`config.mk`:
```
export PLATFORM = sky130hd
export DESIGN_NAME = pipeline_ctrl_flat
export DESIGN_NICKNAME = d
export VERILOG_FILES = /design/src/rtl/arm_pipe_pkg.sv /design/src/rtl/pipeline_ctrl_if.sv /design/src/rtl/mem_wait_fsm.sv /design/src/rtl/pipeline_ctrl.sv /design/src/flat_wrapper.sv
export SDC_FILE = /design/constraint.sdc
export NUM_CORES = 1
export LEC_CHECK = 0
export CELL_PAD_IN_SITES_DETAIL_PLACEMENT = 1
export CELL_PAD_IN_SITES_GLOBAL_PLACEMENT = 2
export CORE_ASPECT_RATIO = 1.2
export CORE_MARGIN = 4
export CORE_UTILIZATION = 29
export DETAILED_ROUTE_END_ITERATION = 10
export GPL_TIMING_DRIVEN = 0
export PLACE_DENSITY = 0.88
export RECOVER_POWER = 100
export SETUP_SLACK_MARGIN = 0.1
export SYNTH_ARGS = -nofsm -noshare
export SYNTH_HDL_FRONTEND = slang
export SYNTH_SLANG_ARGS = --single-unit
```
`constraint.sdc`:
```
create_clock -name clk -period 5.6 [get_ports clk]
set_clock_uncertainty 0.1 [all_clocks]
set_input_delay 0.84 -clock clk [delete_from_list [all_inputs] [get_ports clk]]
set_output_delay 0.84 -clock clk [all_outputs]
set_load 0.05 [all_outputs]
```
`src/rtl/arm_pipe_pkg.sv`:
```
// Shared types and constants for the ARM pipeline control logic.
package arm_pipe_pkg;

    localparam int unsigned REG_IDX_W = 4;
    localparam int unsigned WCNT_W    = 4;

    typedef enum logic [0:0] {
        IDLE,
        WAIT
    } mem_state_t;

    // True when a source register matches a destination that will be written back.
    function automatic logic reg_hit(
        input logic [REG_IDX_W-1:0] src,
        input logic [REG_IDX_W-1:0] dest,
        input logic                 dest_valid
    );
        return dest_valid && (src == dest);
    endfunction

endpackage

```
`src/rtl/pipeline_ctrl_if.sv`:
```
// Pipeline-side bundle of the freeze/flush controller: hazard inputs in, stage controls out.
interface pipeline_ctrl_if #(
    parameter int unsigned CNT_W = 16
);
    import arm_pipe_pkg::*;

    logic [REG_IDX_W-1:0] id_src1;
    logic [REG_IDX_W-1:0] id_src2;
    logic                 id_use_src1;
    logic                 id_use_src2;
    logic [REG_IDX_W-1:0] exe_dest;
    logic                 exe_wb_en;
    logic                 exe_mem_r;
    logic [REG_IDX_W-1:0] mem_dest;
    logic                 mem_wb_en;
    logic                 mem_req;
    logic                 branch_taken;

    logic                 freeze_if;
    logic                 freeze_id;
    logic                 freeze_back;
    logic                 flush_if_reg;
    logic                 flush_id_reg;
    logic                 mem_busy;
    logic [CNT_W-1:0]     stall_cnt;
    logic [CNT_W-1:0]     flush_cnt;

    // Pipeline datapath side.
    modport master (
        output id_src1, id_src2, id_use_src1, id_use_src2,
        output exe_dest, exe_wb_en, exe_mem_r, mem_dest, mem_wb_en, mem_req, branch_taken,
        input  freeze_if, freeze_id, freeze_back, flush_if_reg, flush_id_reg, mem_busy,
        input  stall_cnt, flush_cnt
    );

    // Controller side.
    modport slave (
        input  id_src1, id_src2, id_use_src1, id_use_src2,
        input  exe_dest, exe_wb_en, exe_mem_r, mem_dest, mem_wb_en, mem_req, branch_taken,
        output freeze_if, freeze_id, freeze_back, flush_if_reg, flush_id_reg, mem_busy,
        output stall_cnt, flush_cnt
    );

endinterface

```
`src/rtl/mem_wait_fsm.sv`:
```
// Wait-state sequencer for multi-cycle SRAM accesses in the MEM stage.
// An access holds mem_stall for MEM_WAIT-1 cycles, then releases for one cycle.
module mem_wait_fsm
    import arm_pipe_pkg::*;
#(
    parameter int unsigned MEM_WAIT = 4
) (
    input  logic clk,
    input  logic rst,
    input  logic mem_req,
    output logic mem_stall,
    output logic mem_busy
);

    localparam bit HasWait = (MEM_WAIT > 1);
    // First WAIT cycle sees MEM_WAIT-2; the cycle with wcnt==0 is the release.
    localparam logic [WCNT_W-1:0] WcntLoad = HasWait ? WCNT_W'(MEM_WAIT - 2) : '0;

    mem_state_t        state_q, state_d;
    logic [WCNT_W-1:0] wcnt_q, wcnt_d;

    // State and wait counter registers; reset aborts any access in flight.
    always_ff @(posedge clk) begin
        if (!rst) begin
            state_q <= IDLE;
            wcnt_q  <= '0;
        end else begin
            state_q <= state_d;
            wcnt_q  <= wcnt_d;
        end
    end

    // Next-state logic.
    always_comb begin
        state_d = state_q;
        wcnt_d  = wcnt_q;
        unique case (state_q)
            IDLE: begin
                if (mem_req && HasWait) begin
                    state_d = WAIT;
                    wcnt_d  = WcntLoad;
                end
            end
            WAIT: begin
                if (wcnt_q != '0) begin
                    wcnt_d = wcnt_q - WCNT_W'(1);
                end else begin
                    state_d = IDLE;
                end
            end
        endcase
    end

    // Outputs; the release cycle (WAIT, wcnt==0) drops the stall so MEM_Reg captures.
    always_comb begin
        mem_stall = 1'b0;
        mem_busy  = 1'b0;
        if (rst) begin
            unique case (state_q)
                IDLE: mem_stall = mem_req && HasWait;
                WAIT: begin
                    mem_stall = (wcnt_q != '0);
                    mem_busy  = 1'b1;
                end
            endcase
        end
    end

endmodule

```
`src/rtl/pipeline_ctrl.sv`:
```
// Central freeze/flush controller for the 5-stage pipeline: RAW hazard detection,
// MEM wait-state sequencing, branch squash and stall/flush performance counters.
module pipeline_ctrl
    import arm_pipe_pkg::*;
#(
    parameter int unsigned MEM_WAIT = 4,
    parameter bit          FWD_EN   = 1'b0,
    parameter int unsigned CNT_W    = 16
) (
    input logic            clk,
    input logic            rst,
    pipeline_ctrl_if.slave bus
);

    logic mem_stall;
    logic mem_busy;
    logic hit1, hit2, hz;

    logic freeze_if, freeze_id, freeze_back, flush_if_reg, flush_id_reg;

    logic [CNT_W-1:0] stall_cnt_q, stall_cnt_d;
    logic [CNT_W-1:0] flush_cnt_q, flush_cnt_d;

    mem_wait_fsm #(
        .MEM_WAIT (MEM_WAIT)
    ) u_mem_wait_fsm (
        .clk       (clk),
        .rst       (rst),
        .mem_req   (bus.mem_req),
        .mem_stall (mem_stall),
        .mem_busy  (mem_busy)
    );

    // RAW hazard detect; with forwarding only a load in EXE cannot be bypassed.
    always_comb begin
        hit1 = 1'b0;
        hit2 = 1'b0;
        if (FWD_EN) begin
            hit1 = bus.id_use_src1
                && reg_hit(bus.id_src1, bus.exe_dest, bus.exe_wb_en && bus.exe_mem_r);
            hit2 = bus.id_use_src2
                && reg_hit(bus.id_src2, bus.exe_dest, bus.exe_wb_en && bus.exe_mem_r);
        end else begin
            hit1 = bus.id_use_src1
                && (reg_hit(bus.id_src1, bus.exe_dest, bus.exe_wb_en)
                    || reg_hit(bus.id_src1, bus.mem_dest, bus.mem_wb_en));
            hit2 = bus.id_use_src2
                && (reg_hit(bus.id_src2, bus.exe_dest, bus.exe_wb_en)
                    || reg_hit(bus.id_src2, bus.mem_dest, bus.mem_wb_en));
        end
    end

    assign hz = hit1 || hit2;

    // Priority mux: memory stall, then taken branch, then hazard bubble.
    always_comb begin
        freeze_if    = 1'b0;
        freeze_id    = 1'b0;
        freeze_back  = 1'b0;
        flush_if_reg = 1'b0;
        flush_id_reg = 1'b0;
        if (!rst) begin
            // everything held low during reset
        end else if (mem_stall) begin
            // A pending branch waits here and is re-evaluated on the release cycle.
            freeze_if   = 1'b1;
            freeze_id   = 1'b1;
            freeze_back = 1'b1;
        end else if (bus.branch_taken) begin
            flush_if_reg = 1'b1;
            flush_id_reg = 1'b1;
        end else if (hz) begin
            freeze_if    = 1'b1;
            freeze_id    = 1'b1;
            flush_id_reg = 1'b1;
        end
    end

    // Saturating counter next-state.
    always_comb begin
        stall_cnt_d = stall_cnt_q;
        flush_cnt_d = flush_cnt_q;
        if (freeze_if && (stall_cnt_q != {CNT_W{1'b1}})) begin
            stall_cnt_d = stall_cnt_q + CNT_W'(1);
        end
        if (flush_if_reg && (flush_cnt_q != {CNT_W{1'b1}})) begin
            flush_cnt_d = flush_cnt_q + CNT_W'(1);
        end
    end

    // Performance counter registers.
    always_ff @(posedge clk) begin
        if (!rst) begin
            stall_cnt_q <= '0;
            flush_cnt_q <= '0;
        end else begin
            stall_cnt_q <= stall_cnt_d;
            flush_cnt_q <= flush_cnt_d;
        end
    end

    assign bus.freeze_if    = freeze_if;
    assign bus.freeze_id    = freeze_id;
    assign bus.freeze_back  = freeze_back;
    assign bus.flush_if_reg = flush_if_reg;
    assign bus.flush_id_reg = flush_id_reg;
    assign bus.mem_busy     = mem_busy;
    assign bus.stall_cnt    = stall_cnt_q;
    assign bus.flush_cnt    = flush_cnt_q;

endmodule

```
`src/flat_wrapper.sv`:
```
// flat-port wrapper written by rule: the top's interface ports become plain ports
module pipeline_ctrl_flat import arm_pipe_pkg::*;
#(
    parameter int unsigned MEM_WAIT = 4,
    parameter bit          FWD_EN   = 1'b0,
    parameter int unsigned CNT_W    = 16
)
  (clk, rst, bus_id_src1, bus_id_src2, bus_id_use_src1, bus_id_use_src2, bus_exe_dest, bus_exe_wb_en, bus_exe_mem_r, bus_mem_dest, bus_mem_wb_en, bus_mem_req, bus_branch_taken, bus_freeze_if, bus_freeze_id, bus_freeze_back, bus_flush_if_reg, bus_flush_id_reg, bus_mem_busy, bus_stall_cnt, bus_flush_cnt);
  pipeline_ctrl_if #(.CNT_W(CNT_W)) bus_i ();
  input logic clk;
  input logic rst;
  input wire logic [$bits(bus_i.id_src1)-1:0] bus_id_src1;
  input wire logic [$bits(bus_i.id_src2)-1:0] bus_id_src2;
  input wire logic [$bits(bus_i.id_use_src1)-1:0] bus_id_use_src1;
  input wire logic [$bits(bus_i.id_use_src2)-1:0] bus_id_use_src2;
  input wire logic [$bits(bus_i.exe_dest)-1:0] bus_exe_dest;
  input wire logic [$bits(bus_i.exe_wb_en)-1:0] bus_exe_wb_en;
  input wire logic [$bits(bus_i.exe_mem_r)-1:0] bus_exe_mem_r;
  input wire logic [$bits(bus_i.mem_dest)-1:0] bus_mem_dest;
  input wire logic [$bits(bus_i.mem_wb_en)-1:0] bus_mem_wb_en;
  input wire logic [$bits(bus_i.mem_req)-1:0] bus_mem_req;
  input wire logic [$bits(bus_i.branch_taken)-1:0] bus_branch_taken;
  output wire logic [$bits(bus_i.freeze_if)-1:0] bus_freeze_if;
  output wire logic [$bits(bus_i.freeze_id)-1:0] bus_freeze_id;
  output wire logic [$bits(bus_i.freeze_back)-1:0] bus_freeze_back;
  output wire logic [$bits(bus_i.flush_if_reg)-1:0] bus_flush_if_reg;
  output wire logic [$bits(bus_i.flush_id_reg)-1:0] bus_flush_id_reg;
  output wire logic [$bits(bus_i.mem_busy)-1:0] bus_mem_busy;
  output wire logic [$bits(bus_i.stall_cnt)-1:0] bus_stall_cnt;
  output wire logic [$bits(bus_i.flush_cnt)-1:0] bus_flush_cnt;
  assign bus_i.id_src1 = bus_id_src1;
  assign bus_i.id_src2 = bus_id_src2;
  assign bus_i.id_use_src1 = bus_id_use_src1;
  assign bus_i.id_use_src2 = bus_id_use_src2;
  assign bus_i.exe_dest = bus_exe_dest;
  assign bus_i.exe_wb_en = bus_exe_wb_en;
  assign bus_i.exe_mem_r = bus_exe_mem_r;
  assign bus_i.mem_dest = bus_mem_dest;
  assign bus_i.mem_wb_en = bus_mem_wb_en;
  assign bus_i.mem_req = bus_mem_req;
  assign bus_i.branch_taken = bus_branch_taken;
  assign bus_freeze_if = bus_i.freeze_if;
  assign bus_freeze_id = bus_i.freeze_id;
  assign bus_freeze_back = bus_i.freeze_back;
  assign bus_flush_if_reg = bus_i.flush_if_reg;
  assign bus_flush_id_reg = bus_i.flush_id_reg;
  assign bus_mem_busy = bus_i.mem_busy;
  assign bus_stall_cnt = bus_i.stall_cnt;
  assign bus_flush_cnt = bus_i.flush_cnt;
  pipeline_ctrl #(.MEM_WAIT(MEM_WAIT), .FWD_EN(FWD_EN), .CNT_W(CNT_W)) u_core (.clk(clk), .rst(rst), .bus(bus_i));
endmodule
```
==> flow_summary.yaml, run 1 <==
synthesis:
  synth_cell_types: 41
  synthesis.area_um2: 2220
  avgSynthCellArea_um2: 8.40
  synth_edf_count: 0
  synth_cells: 264
  async_reset_ff_share_pct: 0
  ys_ff_latch: 37
  yosysWarnings: 0
  synthFlopType: "dfxtp_1"
  yosysSeqAreaShare_pct: 33.4
  synth_fp_nets: 293
power_and_ir_drop:
  power.density_nw_per_um2: 199
  ir_drop_v: 0.000100
  leakagePower_uw: 0.00112
sta:
  max_slew_margin_pct: 64.6
  post-route-period-util_pct: 85.5
  max_freq_mhz: 209
  setup_ws_ns: 0.812
  fin_crit_ns: 4.79
  tightest_slew_ns: 0.529
  hold_viol_final: 0
  rsz0062_at_grt: "no"
  setup_tns_ns: 0
  drv_slew: 0
  setup_viol: 0
clocking:
  post_cts_resized: 0
  clk_latency_ns: 0.29
  clock-sinks: 37
  tritoncts: "built"
  ctsHoldBuffers: 0
  numCtsBuffers: 5
  cts.path.max_buffers: 2
  post_cts.repair.setup_buffers: 0
  path_clk_slew_ns: 0.07
  h-tree-depth: 2
  ctsRootBufferMaster: "clkbuf_8"
drt:
  wl_per_cell_um: 15.4
  ant_nets: 0
  drcViolationCount: 0
  dr_total_vias: 2128
  wl_um: 6480
  firstDrtPassIters: 4
  drtIter0Drc: 35
  vias_per_cell: 5.05
cells_and_area:
  final_common_cell: "dlygate4sd3_1"
  fin_nets: 360
  final_cell_mix: "dlygate4sd3_1, dfxtp_1, nand2_1"
  area_growth_pct: 32.4
  insertedDiodeCount: 0
  fill_cells: 901
  drive_gt1_share_pct: 4.83
global_route:
  grt_pass1_vias: 2296
  antenna_found_initial: 0
  grt_pass1_wl_um: 11200
  grt_max_degree: 11
  groute.usage.overall_pct: 15.0
  grt_overflow: 0
worst_setup_path:
  cp-start-kind: "input pin"
  required_ns: 4.66
  cp_data_arrival_time_ns: 3.85
  cp-end-kind: "primary output"
  crit_chain: "clkdlybuf4s50_1 > xor2_1 > nor3_1 > nand4_1 > and4_1 > buf_2 > clkbuf_1 > a211oi_1 > dlygate4sd3_1"
  slowest_delay_ns: 0.93
  crit_slowest_cell: "dlygate4sd3_1"
  critPathKind: "input pin to primary output"
  critPathMaxFanout: 10
placement:
  dpl.hpwl_um: 5100
  place_ws_ns: 0.963
  routabilityCongestion: 0.745
  io_buffers: 60
floorplanning:
  dieArea_um2: 9120
  num_io_pins: 63
  start_util_pct: 30.1
  fp.dieW_um: 87.8
  fp.dieH_um: 104
  core_region_area_um2: 7360
  rows: 34
run:
  cap_viol_max_count: 0
status:
  status: "completed"
worst_hold_path:
  hold_class: "register to register"
## cells in the mapped netlist (2+ instances only)
library cell | number | area (um2)
clkbuf_1 | 7 | 26.3
buf_2 | 3 | 15.0
nor3_1 | 6 | 30.0
a211oi_1 | 4 | 30.0
nand2b_1 | 8 | 50.1
o21ai_0 | 6 | 30.0
ha_1 | 4 | 50.1
xor2_1 | 15 | 131
a21oi_2 | 5 | 43.8
and3_1 | 6 | 37.5
xnor2_1 | 11 | 96.3
nor2_1 | 24 | 90.1
mux2i_1 | 16 | 160
nand2_1 | 27 | 101
or3_1 | 5 | 31.3
nand4_1 | 14 | 87.6
a21oi_1 | 16 | 80.1
nand3_1 | 13 | 65.1
and4_1 | 4 | 35.0
buf_4 | 3 | 22.5
inv_1 | 10 | 37.5
dfxtp_1 | 37 | 741
and3_4 | 2 | 22.5
## metrics by stage
| stage | cell area, um2 | util (%) | hold slack [ns] | std cells | total power (uW) |
|---|---|---|---|---|---|
| 4_1_cts | 3020 | 41.0 | 0.402 | 421 | 609 |
| 3_3_place_gp | 2930 | 39.8 | 0.372 | 414 | 410 |
| 2_1_floorplan | 2220 | - | 0.383 | 264 | 363 |
| 5_1_grt | 2940 | 39.9 | 0.434 | 421 | 618 |
| 6_report | 2940 | 39.9 | 0.392 | 421 | 585 |
| 3_5_place_dp | 2930 | 39.8 | 0.388 | 414 | 414 |
## state kept, by name, indices dropped and copies added, names as in the netlist
name,count
u_core.bus.flush_cnt,16
u_core.bus.stall_cnt,16
u_core.u_mem_wait_fsm.wcnt_q,4
u_core.u_mem_wait_fsm.state_q,1
## layer usage
metal | up-vias | part of all wire, % | track usage (%)
li1 | 1064 | - | -
met1 | 1024 | 43 | 18.6
met2 | 34 | 53 | 26.5
met3 | 6 | 3.4 | 3.10
met4 | 0 | 0.83 | 2.96
met5 | - | 0 | 0
## final cells by class
cell class	count	area, um2	area share [%]
buffer	14	57.6	1.96
timing repair buffer	60	601	20.4
tap	90	113	3.83
multi-input combinational	202	1300	44.2
sequential	37	741	25.2
inverter	11	41.3	1.41
clock buffer	7	86.3	2.94
## cell families (layout without fill, tap and decap cells)
logic type                 Yosys count  after routing  share of synthesized area (%)
adders and majority gates            4              4                           2.26
and+or+nand+nor                    114            114                           27.5
muxes                               16             16                           7.22
xor gates and xnor gates            26             26                           10.3
AOI/OAI and AO/OA                   42             42                           14.2
buffers and inverters               25             92                           5.25
DFF                                 37             37                           33.4
## worst paths after layout
kind                                         from                        to  slack (ns)  cells past startpoint
setup / recovery                  bus_exe_dest[3]          bus_flush_id_reg        0.81                      9
hold / removal           u_core.bus.stall_cnt[11]  u_core.bus.stall_cnt[11]        0.39                      2
setup reg to reg  u_core.u_mem_wait_fsm.wcnt_q[0]   u_core.bus.stall_cnt[5]        2.93                      9
hold reg to reg          u_core.bus.stall_cnt[11]  u_core.bus.stall_cnt[11]        0.39                      2
## critical path, delay by kind of cell
family,cells,cell delay (ns)
and+or+nand+nor,3,0.60
buffers and inverters,4,1.81
xor gates and xnor gates,1,0.18
AOI/OAI and AO/OA,1,0.40
## report_power, final
part / switching [uW] / leakage, uW / internal [uW]
clock: 92.5 / 0.0000443 / 97.7
combinational: 72.7 / 0.000781 / 46.7
sequential: 6.58 / 0.000299 / 269
total: 172 / 0.00112 / 413
(Power assumes the default switching activity.)
==> inputs of run 2 (changes only) <==
- CTS_CLUSTER_SIZE: unset -> 25
- TNS_END_PERCENT: unset -> 1
==> results of run 2 <==
Same layout as run 1: the final DEF is identical, and so are final timing and power.
